File: config.mk
export PLATFORM = sky130hd
export DESIGN_NAME = key_seq_gen
export DESIGN_NICKNAME = d
export VERILOG_FILES = /design/src/rtl/key_seq_pkg.sv /design/src/rtl/key_seq_timer.sv /design/src/rtl/key_seq_gen.sv
export SDC_FILE = /design/constraint.sdc
export NUM_CORES = 1
export LEC_CHECK = 0
export BUFFER_PORTS_ARGS = -buffer_cell sky130_fd_sc_hd__buf_4
export CAP_MARGIN = 20
export CORE_ASPECT_RATIO = 1.75
export CORE_UTILIZATION = 30
export DETAILED_ROUTE_END_ITERATION = 10
export PLACE_DENSITY = 0.5
export SYNTH_ARGS = -nofsm -noshare
export SYNTH_HDL_FRONTEND = slang
export SYNTH_SLANG_ARGS = --single-unit
File: constraint.sdc
create_clock -name clk -period 3.8 [get_ports clk]
set_input_delay 0.38 -clock clk [delete_from_list [all_inputs] [get_ports clk]]
set_output_delay 0.38 -clock clk [all_outputs]
set_load 0.01 [all_outputs]
File: src/rtl/key_seq_pkg.sv
// Shared types and helpers for the A/B key sequence generator.
// State encoding, key symbol encodings and counter width helpers.
package key_seq_pkg;

   typedef enum logic [1:0] {
      IDLE,
      PRESS,
      GAP,
      DONE
   } seqState_t;

   localparam logic KEY_A = 1'b1;
   localparam logic KEY_B = 1'b0;

   // The counter must hold the larger of the two phase lengths.
   function automatic int cntWidth(input int hold, input int gap);
      int maxCycles;
      int w;
      maxCycles = (hold > gap) ? hold : gap;
      w = $clog2(maxCycles + 1);
      return (w < 1) ? 1 : w;
   endfunction

   function automatic int idxWidth(input int seqLen);
      int w;
      w = $clog2(seqLen);
      return (w < 1) ? 1 : w;
   endfunction

endpackage

File: src/rtl/key_seq_timer.sv
// Loadable down-counter with an expiry flag, shared by the PRESS and GAP phases.
// The count stops at zero rather than wrapping.
module key_seq_timer #(
   parameter int CNT_W = 4
) (
   input  logic             clk,
   input  logic             rstn,
   input  logic             i_load,
   input  logic [CNT_W-1:0] i_loadVal,
   input  logic             i_en,
   output logic             o_expired
);

   logic [CNT_W-1:0] r_cnt;

   always_ff @(posedge clk or negedge rstn) begin
      if (!rstn) begin
         r_cnt <= '0;
      end else if (i_load) begin
         r_cnt <= i_loadVal;
      end else if (i_en && (r_cnt != '0)) begin
         r_cnt <= r_cnt - 1'b1;
      end
   end

   assign o_expired = (r_cnt == '0);

endmodule

File: src/rtl/key_seq_gen.sv
// Plays a latched A/B symbol pattern onto the A and B key lines with hold and gap timing.
// Define KEY_SEQ_GEN_LOOP_EN to repeat the pattern until a stop request is seen.
module key_seq_gen
   import key_seq_pkg::*;
#(
   parameter int SEQ_LEN     = 8,
   parameter int HOLD_CYCLES = 20,
   parameter int GAP_CYCLES  = 20,
   parameter int LEN_W       = $clog2(SEQ_LEN + 1)
) (
   input  logic               clk,
   input  logic               rstn,
   input  logic               start,
   input  logic [SEQ_LEN-1:0] pattern,
   input  logic [LEN_W-1:0]   len,
`ifdef KEY_SEQ_GEN_LOOP_EN
   input  logic               stop,
`endif
   output logic               A,
   output logic               B,
   output logic               busy,
   output logic               done
);

   localparam int CNT_W = cntWidth(HOLD_CYCLES, GAP_CYCLES);
   localparam int IDX_W = idxWidth(SEQ_LEN);
   localparam logic [CNT_W-1:0] HOLD_LOAD = CNT_W'(HOLD_CYCLES - 1);
   localparam logic [CNT_W-1:0] GAP_LOAD  = CNT_W'((GAP_CYCLES > 0) ? GAP_CYCLES - 1 : 0);

   seqState_t          r_state, w_stateNext;
   logic [SEQ_LEN-1:0] r_pat, w_patNext;
   logic [LEN_W-1:0]   r_len, w_lenNext, w_lenClamped;
   logic [IDX_W-1:0]   r_idx, w_idxNext;
   logic [CNT_W-1:0]   w_loadVal;
   logic               w_load, w_expired, w_last, w_repeat, w_symNext;
   logic               w_aNext, w_bNext, w_busyNext, w_doneNext;
   logic               r_A, r_B, r_busy, r_done;

   assign w_lenClamped = (32'(len) > SEQ_LEN) ? LEN_W'(SEQ_LEN) : len;
   assign w_last       = ((LEN_W'(r_idx) + LEN_W'(1)) == r_len);

`ifdef KEY_SEQ_GEN_LOOP_EN
   logic w_accept;
   logic r_stopFlag;

   assign w_accept = (r_state == IDLE) && start;

   // A stop request arms a sticky flag; the pass in progress still completes.
   always_ff @(posedge clk or negedge rstn) begin
      if (!rstn) begin
         r_stopFlag <= 1'b0;
      end else if (w_accept) begin
         r_stopFlag <= stop;
      end else if (stop) begin
         r_stopFlag <= 1'b1;
      end
   end

   assign w_repeat = ~(r_stopFlag | stop);
`else
   assign w_repeat = 1'b0;
`endif

   key_seq_timer #(
      .CNT_W(CNT_W)
   ) u_timer (
      .clk       (clk),
      .rstn      (rstn),
      .i_load    (w_load),
      .i_loadVal (w_loadVal),
      .i_en      ((r_state == PRESS) || (r_state == GAP)),
      .o_expired (w_expired)
   );

   always_ff @(posedge clk or negedge rstn) begin
      if (!rstn) begin
         r_state <= IDLE;
         r_pat   <= '0;
         r_len   <= '0;
         r_idx   <= '0;
         r_A     <= 1'b0;
         r_B     <= 1'b0;
         r_busy  <= 1'b0;
         r_done  <= 1'b0;
      end else begin
         r_state <= w_stateNext;
         r_pat   <= w_patNext;
         r_len   <= w_lenNext;
         r_idx   <= w_idxNext;
         r_A     <= w_aNext;
         r_B     <= w_bNext;
         r_busy  <= w_busyNext;
         r_done  <= w_doneNext;
      end
   end

   // Outputs are computed from the next state so the first key rises right after acceptance.
   always_comb begin
      w_stateNext = r_state;
      w_patNext   = r_pat;
      w_lenNext   = r_len;
      w_idxNext   = r_idx;
      w_load      = 1'b0;
      w_loadVal   = HOLD_LOAD;
      case (r_state)
         IDLE: begin
            if (start) begin
               w_patNext = pattern;
               w_lenNext = w_lenClamped;
               w_idxNext = '0;
               if (w_lenClamped == '0) begin
                  w_stateNext = DONE;
               end else begin
                  w_stateNext = PRESS;
                  w_load      = 1'b1;
               end
            end
         end
         PRESS, GAP: begin
            if (w_expired) begin
               if ((r_state == PRESS) && (GAP_CYCLES > 0)) begin
                  w_stateNext = GAP;
                  w_load      = 1'b1;
                  w_loadVal   = GAP_LOAD;
               end else if (!w_last) begin
                  w_stateNext = PRESS;
                  w_idxNext   = r_idx + 1'b1;
                  w_load      = 1'b1;
               end else if (w_repeat) begin
                  w_stateNext = PRESS;
                  w_idxNext   = '0;
                  w_load      = 1'b1;
               end else begin
                  w_stateNext = DONE;
               end
            end
         end
         DONE: begin
            w_stateNext = IDLE;
         end
         default: begin
            w_stateNext = IDLE;
         end
      endcase

      w_symNext  = w_patNext[w_idxNext];
      w_aNext    = (w_stateNext == PRESS) && (w_symNext == KEY_A);
      w_bNext    = (w_stateNext == PRESS) && (w_symNext == KEY_B);
      w_busyNext = (w_stateNext == PRESS) || (w_stateNext == GAP);
      w_doneNext = (w_stateNext == DONE);
   end

   assign A    = r_A;
   assign B    = r_B;
   assign busy = r_busy;
   assign done = r_done;

endmodule

Yosys cells after proc, flatten, opt, wreduce, memory -nomap -nowiden

Cells that the tools add are included.

Reductions and logical operators: 12
Add/subtract/negate cells: 3
Bitwise logic cells: 1
Magnitude comparators: 2
Equal/unequal tests: 7
Multipliers: 0
Mux-type cells: 24
Shifts and indexed selects: 0
Div/mod/pow operators: 0

Operators by type and width:

| cell                | count |
|---|---|
| $mux 8              | 2 |
| $mux 3              | 4 |
| $mux 2              | 5 |
| $mux 5              | 2 |
| $eq 2x2->1 const B  | 4 |
| $mux 1              | 6 |
| $pmux 2 s3          | 1 |
| $pmux 3 s2          | 1 |
| $logic_not 5->1     | 1 |
| $reduce_bool 5->1   | 1 |
| $sub 5x1->5 const B | 1 |
| $add 3x1->4 const B | 1 |
| $eq 2x1->1 const B  | 2 |
| $eq 4x4->1          | 1 |
| $gt 4x4->1 const B  | 1 |
| $logic_not 4->1     | 1 |
| $lt 3x4->1 const B  | 1 |
| $mux 4              | 1 |
| $add 3x1->3 const B | 1 |
| $bmux 1 s3          | 1 |
| $logic_and 1x1->1   | 3 |
| $logic_not 2->1     | 1 |
| $logic_or 1x1->1    | 2 |
| $pmux 1 s2          | 1 |
| other kinds (4)     | 4 |

Latch bits: 0
Logic and storage cells: 58
Register bits after elaboration: 26
Output and inout port bits: 4
ROM bits: 0
Bits in writable memories: 0
Input port bits: 15
Memories kept: 0

Logic depth before layout (Yosys ltp)

Depth after elaboration: 10
Gate-level depth with buffers: 10
Depth with buffers taken out: 10

By module

A second synthesis with hierarchy kept.

Cells, all modules: 149
Area total of the unflattened synthesis: 1,510.2 um2

By module, submodules not included:

| module        | area each (um2) | cells an instance | times used | sequential area each (um2) |
|---|---|---|---|---|
| key_seq_gen   | 1,206.2         | 117               | 1          | 525.5 |
| key_seq_timer | 304.0           | 32                | 1          | 125.1 |

Worst setup path before layout

Ideal clock, no wire load.

Path type: reg-to-reg
Start: register u_timer.r_cnt[0]
End: register r_A, in the netlist A
Setup time: 0.120 ns
Path buffers: 0
Clock period less this slack: 2.246 ns
Data required time: 3.680 ns
Cell stages (with the launch flop): 10
Path slack: 1.554 ns
Data arrival time: 2.126 ns
Cell sequence: dfrtp_1 inv_1 ha_1 or4b_2 nand2_1 inv_1 o21ai_0 o311ai_0 ha_1 and3_1

Elaborated cells on any way between the ends: 9
Those cells by class: eq/ne (1); mux (6); reduce/logical (2)

RTL lines:

| item                     | RTL line            | text |
|---|---|---|
| start: declaration       | key_seq_timer.sv:14 | `logic [CNT_W-1:0] r_cnt;` |
| start signal: assignment | key_seq_timer.sv:20 | `r_cnt <= i_loadVal;` |
| start signal: assignment | key_seq_timer.sv:22 | `r_cnt <= r_cnt - 1'b1;` |
| $logic_not 5->1          | key_seq_timer.sv:26 | `assign o_expired = (r_cnt == '0);` |
| $mux 2                   | key_seq_gen.sv:120  | `if (w_expired) begin` |
| $pmux 2 s3               | key_seq_gen.sv:105  | `case (r_state)` |
| via w_stateNext[0]       | key_seq_gen.sv:30   | `seqState_t r_state, w_stateNext;` |
| $eq 2x1->1               | key_seq_gen.sv:147  | `w_aNext = (w_stateNext == PRESS) && (w_symNext == KEY_A);` |
| $logic_and 1x1->1        | key_seq_gen.sv:147  |  |
| via w_aNext              | key_seq_gen.sv:36   | `logic w_aNext, w_bNext, w_busyNext, w_doneNext;` |
| end signal: assignment   | key_seq_gen.sv:90   | `r_A <= w_aNext;` |
| end: declaration         | key_seq_gen.sv:37   | `logic r_A, r_B, r_busy, r_done;` |

The timed path passes the listed nets, and every way through them passes these cells. The select of a mux whose other input is x is not followed.
A chain may end at the register's enable or synchronous reset.

Worst setup path in the final report

Start: register u_timer.r_cnt[0]
End: register r_B, in the netlist B

Elaborated cells on any way between the ends: 10
Those cells by class: eq/ne (1); mux (6); bitwise (1); reduce/logical (2)

RTL lines:

| item                   | RTL line            | text |
|---|---|---|
| $logic_not 5->1        | key_seq_timer.sv:26 |  |
| $mux 2                 | key_seq_gen.sv:120  |  |
| $pmux 2 s3             | key_seq_gen.sv:105  |  |
| via w_stateNext[0]     | key_seq_gen.sv:30   |  |
| $eq 2x1->1             | key_seq_gen.sv:148  | `w_bNext = (w_stateNext == PRESS) && (w_symNext == KEY_B);` |
| $logic_and 1x1->1      | key_seq_gen.sv:148  |  |
| via w_bNext            | key_seq_gen.sv:36   |  |
| end signal: assignment | key_seq_gen.sv:91   | `r_B <= w_bNext;` |
| end: declaration       | key_seq_gen.sv:37   |  |

The timed path passes the listed nets, and every way through them passes these cells. The select of a mux whose other input is x is not followed.

==> impl_metrics.py <==
metrics = {
    "placed_design": {
        "portBuffers": 18,
        "dp_slack_ns": 1.266,
        "dp.cells": 198,
        "gp_congestion": 0.9048,
        "dp_hpwl_um": 2202,
        "dpl_cell_area_um2": 1628,
    },
    "sta": {
        "finalHoldViolations": 4,
        "slew_headroom": 0.5512,
        "period_needed_ns": 2.561,
        "setup_slack_ns": 1.239,
        "finalSetupTns_ns": 0,
        "period_share": 0.6739,
        "tightest_slew_ns": 0.6647,
        "finalClockSkew_ns": 0.007276,
        "slew_violations": 0,
        "rsz0062_at_grt": "false",
        "whs_ns": -0.001860,
        "setup_violations": 0,
        "max_freq_mhz": 390.5,
    },
    "synth": {
        "synth.cell_area_um2": 1433,
        "netlist_instances": 130,
        "avgSynthCellArea_um2": 11.02,
        "ys_seq_area_frac": 0.4541,
        "ys_async_sr_fraction": 1.000,
        "synth_cell_types": 40,
        "synth_edf_count": 0,
        "ys_ff_latch": 26,
        "ys_warn_count": 0,
        "synthFlopType": "dfrtp_1",
        "syn-num-nets": 153,
    },
    "outcome": {
        "failed_checks": "negative hold slack",
        "outcome": "finished with violations",
    },
    "critical_path": {
        "crit_path_max_incr_delay_ns": 0.61,
        "cp_slowest_cell": "or4b_2",
        "worstPathRequired_ns": 3.96,
        "cp_max_fo": 6,
        "path_class": "register to register",
        "reg2reg_depth": 9,
        "arrival_ns": 2.72,
        "crit_path_start_kind": "register",
        "end_kind": "register",
        "r2r_setup_slack_ns": 1.24,
        "crit_chain": "inv_1, ha_1, or4b_2, nand2_1, inv_1, o21ai_0, o311ai_0, ha_1, a21boi_0",
    },
    "global_routing": {
        "antenna_found_initial": 0,
        "first_global_vias": 1116,
        "grt_max_degree": 27,
        "grt_pass1_wl_um": 4912,
        "grt_usage": 0.1323,
        "grt_overflow_total": 0,
    },
    "floorplanning": {
        "io_pins": 19,
        "die_h_um": 93.42,
        "start_util": 0.3195,
        "die_area_um2": 5066,
        "row_count": 32,
        "die_w_um": 54.24,
        "core_um2": 4484,
    },
    "routing": {
        "vias": 1046,
        "drt_iter0_markers": 19,
        "first_pass_iters": 3,
        "via_per_inst": 5.178,
        "drc": 0,
        "ant_nets": 0,
        "routedWlPerCell_um": 14.30,
        "routed_wl_um": 2888,
    },
    "clock_tree": {
        "cts_buffers": 3,
        "insertion_delay_ns": 0.28,
        "ctsResizeCount": 0,
        "clk_pin_slew_worst_paths_ns": 0.10,
        "htreeDepth": 1,
        "post_cts_buffers": 0,
        "clk_path_buf_depth": 2,
        "cts_tree": "yes",
        "cts.sinks": 26,
        "hold_buffers": 0,
        "root_buffer": "clkbuf_8",
    },
    "job": {
        "maxCapViolCount": 0,
    },
    "finish": {
        "syn_to_final_growth_pct": 18.60,
        "layout_common_cells": "dfrtp_1, buf_4, inv_1, nand2_1, mux2_2",
        "layout_commonest_cell": "dfrtp_1",
        "drive_above_1_share": 0.2450,
        "final_util": 0.3789,
        "multi_input_area_um2": 729.5,
        "fin_area_um2": 1699,
        "final_cell_count_no_fill": 202,
        "seq_area_um2": 650.6,
        "fill_cells": 470,
        "nets": 175,
        "diodes": 0,
    },
    "power": {
        "peakVddDrop_mv": 0.2122,
        "total_leakage_power_uw": 0.0008208,
        "powerDensity_nw_per_um2": 310.7,
    },
    "min_path": {
        "hp-class": "input pin to async pin",
    },
}
[synthesized netlist by cell type (all sizes together), types with 2 or more instances]
cell | n | area, um^2
a21boi | 2 | 15.01
a21o | 2 | 15.01
and2 | 2 | 12.51
and3 | 2 | 12.51
and4b | 2 | 20.02
dfrtp | 26 | 650.6
ha | 8 | 100.1
inv | 13 | 48.80
mux2 | 9 | 101.4
mux2i | 2 | 20.02
nand2 | 13 | 48.80
nand2b | 3 | 18.77
nor4b | 2 | 32.53
o211ai | 8 | 60.06
o21a | 2 | 15.01
o21ai | 5 | 25.02
o221ai | 2 | 17.52
o311ai | 3 | 33.79
or2 | 2 | 15.02
xnor2 | 4 | 35.03
xor2 | 3 | 26.28
[layer usage]
layer / part of all wire / wire length [um] / global-route usage
met4: 0.030 / 86 / 0.06410
met1: 0.39 / 1119 / 0.1341
met3: 0.025 / 73 / 0.01463
met5: 0 / 0 / 0
met2: 0.56 / 1609 / 0.2470
[cells by family (layout without fill, tap and decap cells)]
group / after synthesis / count (layout) / synth area share
buffers and inverters: 14 / 35 / 0.03668
muxes: 11 / 11 / 0.08472
DFF: 26 / 26 / 0.4541
xor gates and xnor gates: 7 / 7 / 0.04280
adders and majority gates: 8 / 8 / 0.06987
AOI/OAI and AO/OA: 29 / 29 / 0.1590
and+or+nand+nor: 35 / 35 / 0.1528
[cell type report]
class,instances,share of cell area
clock inverter,1,0.01767
timing repair buffer,18,0.07953
inverter,13,0.02872
sequential,26,0.3829
multi-input combinational,90,0.4293
clock buffer,3,0.02430
tap,51,0.03756
[stage by stage]
stage                     hold WS [ns]  total power [uW]
after global routing           0.02533             544.5
final                        -0.001860             528.0
after CTS                     0.005048             536.1
after detailed placement        0.3134             301.3
after floorplan                0.08441             283.6
after global placement          0.3107             300.9
[final timing paths]
check | start | end
max | u_timer.r_cnt[0]$_DFFE_PN0P_ | B$_DFF_PN0_
min | rstn | r_idx[0]$_DFF_PN0_
max reg2reg | u_timer.r_cnt[0]$_DFFE_PN0P_ | B$_DFF_PN0_
min reg2reg | r_pat[0]$_DFF_PN0_ | r_pat[0]$_DFF_PN0_
max in group asynchronous | rstn | u_timer.r_cnt[4]$_DFFE_PN0P_
min in group clk | pattern[4] | r_pat[4]$_DFF_PN0_
[state kept, by name (all words and copies together) (netlist names)]
signal and count:
r_idx 3, A 1, r_pat 8, busy 1, B 1, done 1, u_timer.r_cnt 5, r_len 4
r_state 2
[where the power goes]
group / total (uW) / switching, uW / internal (uW)
clock network: 233 / 91.9 / 141
registers: 276 / 0 / 276
logic: 18.6 / 8.42 / 10.2
[critical path, delay by kind of cell, from the launching register on]
family,cells,cell delay (ns)
AO/OA/AOI/OAI,3,0.53
flip-flops,1,0.40
buffers and inverters,2,0.19
AND/OR/NAND/NOR,2,0.83
adder cells (fa/ha/maj),2,0.48
Note: power is estimated with default switching activity, not from simulation.
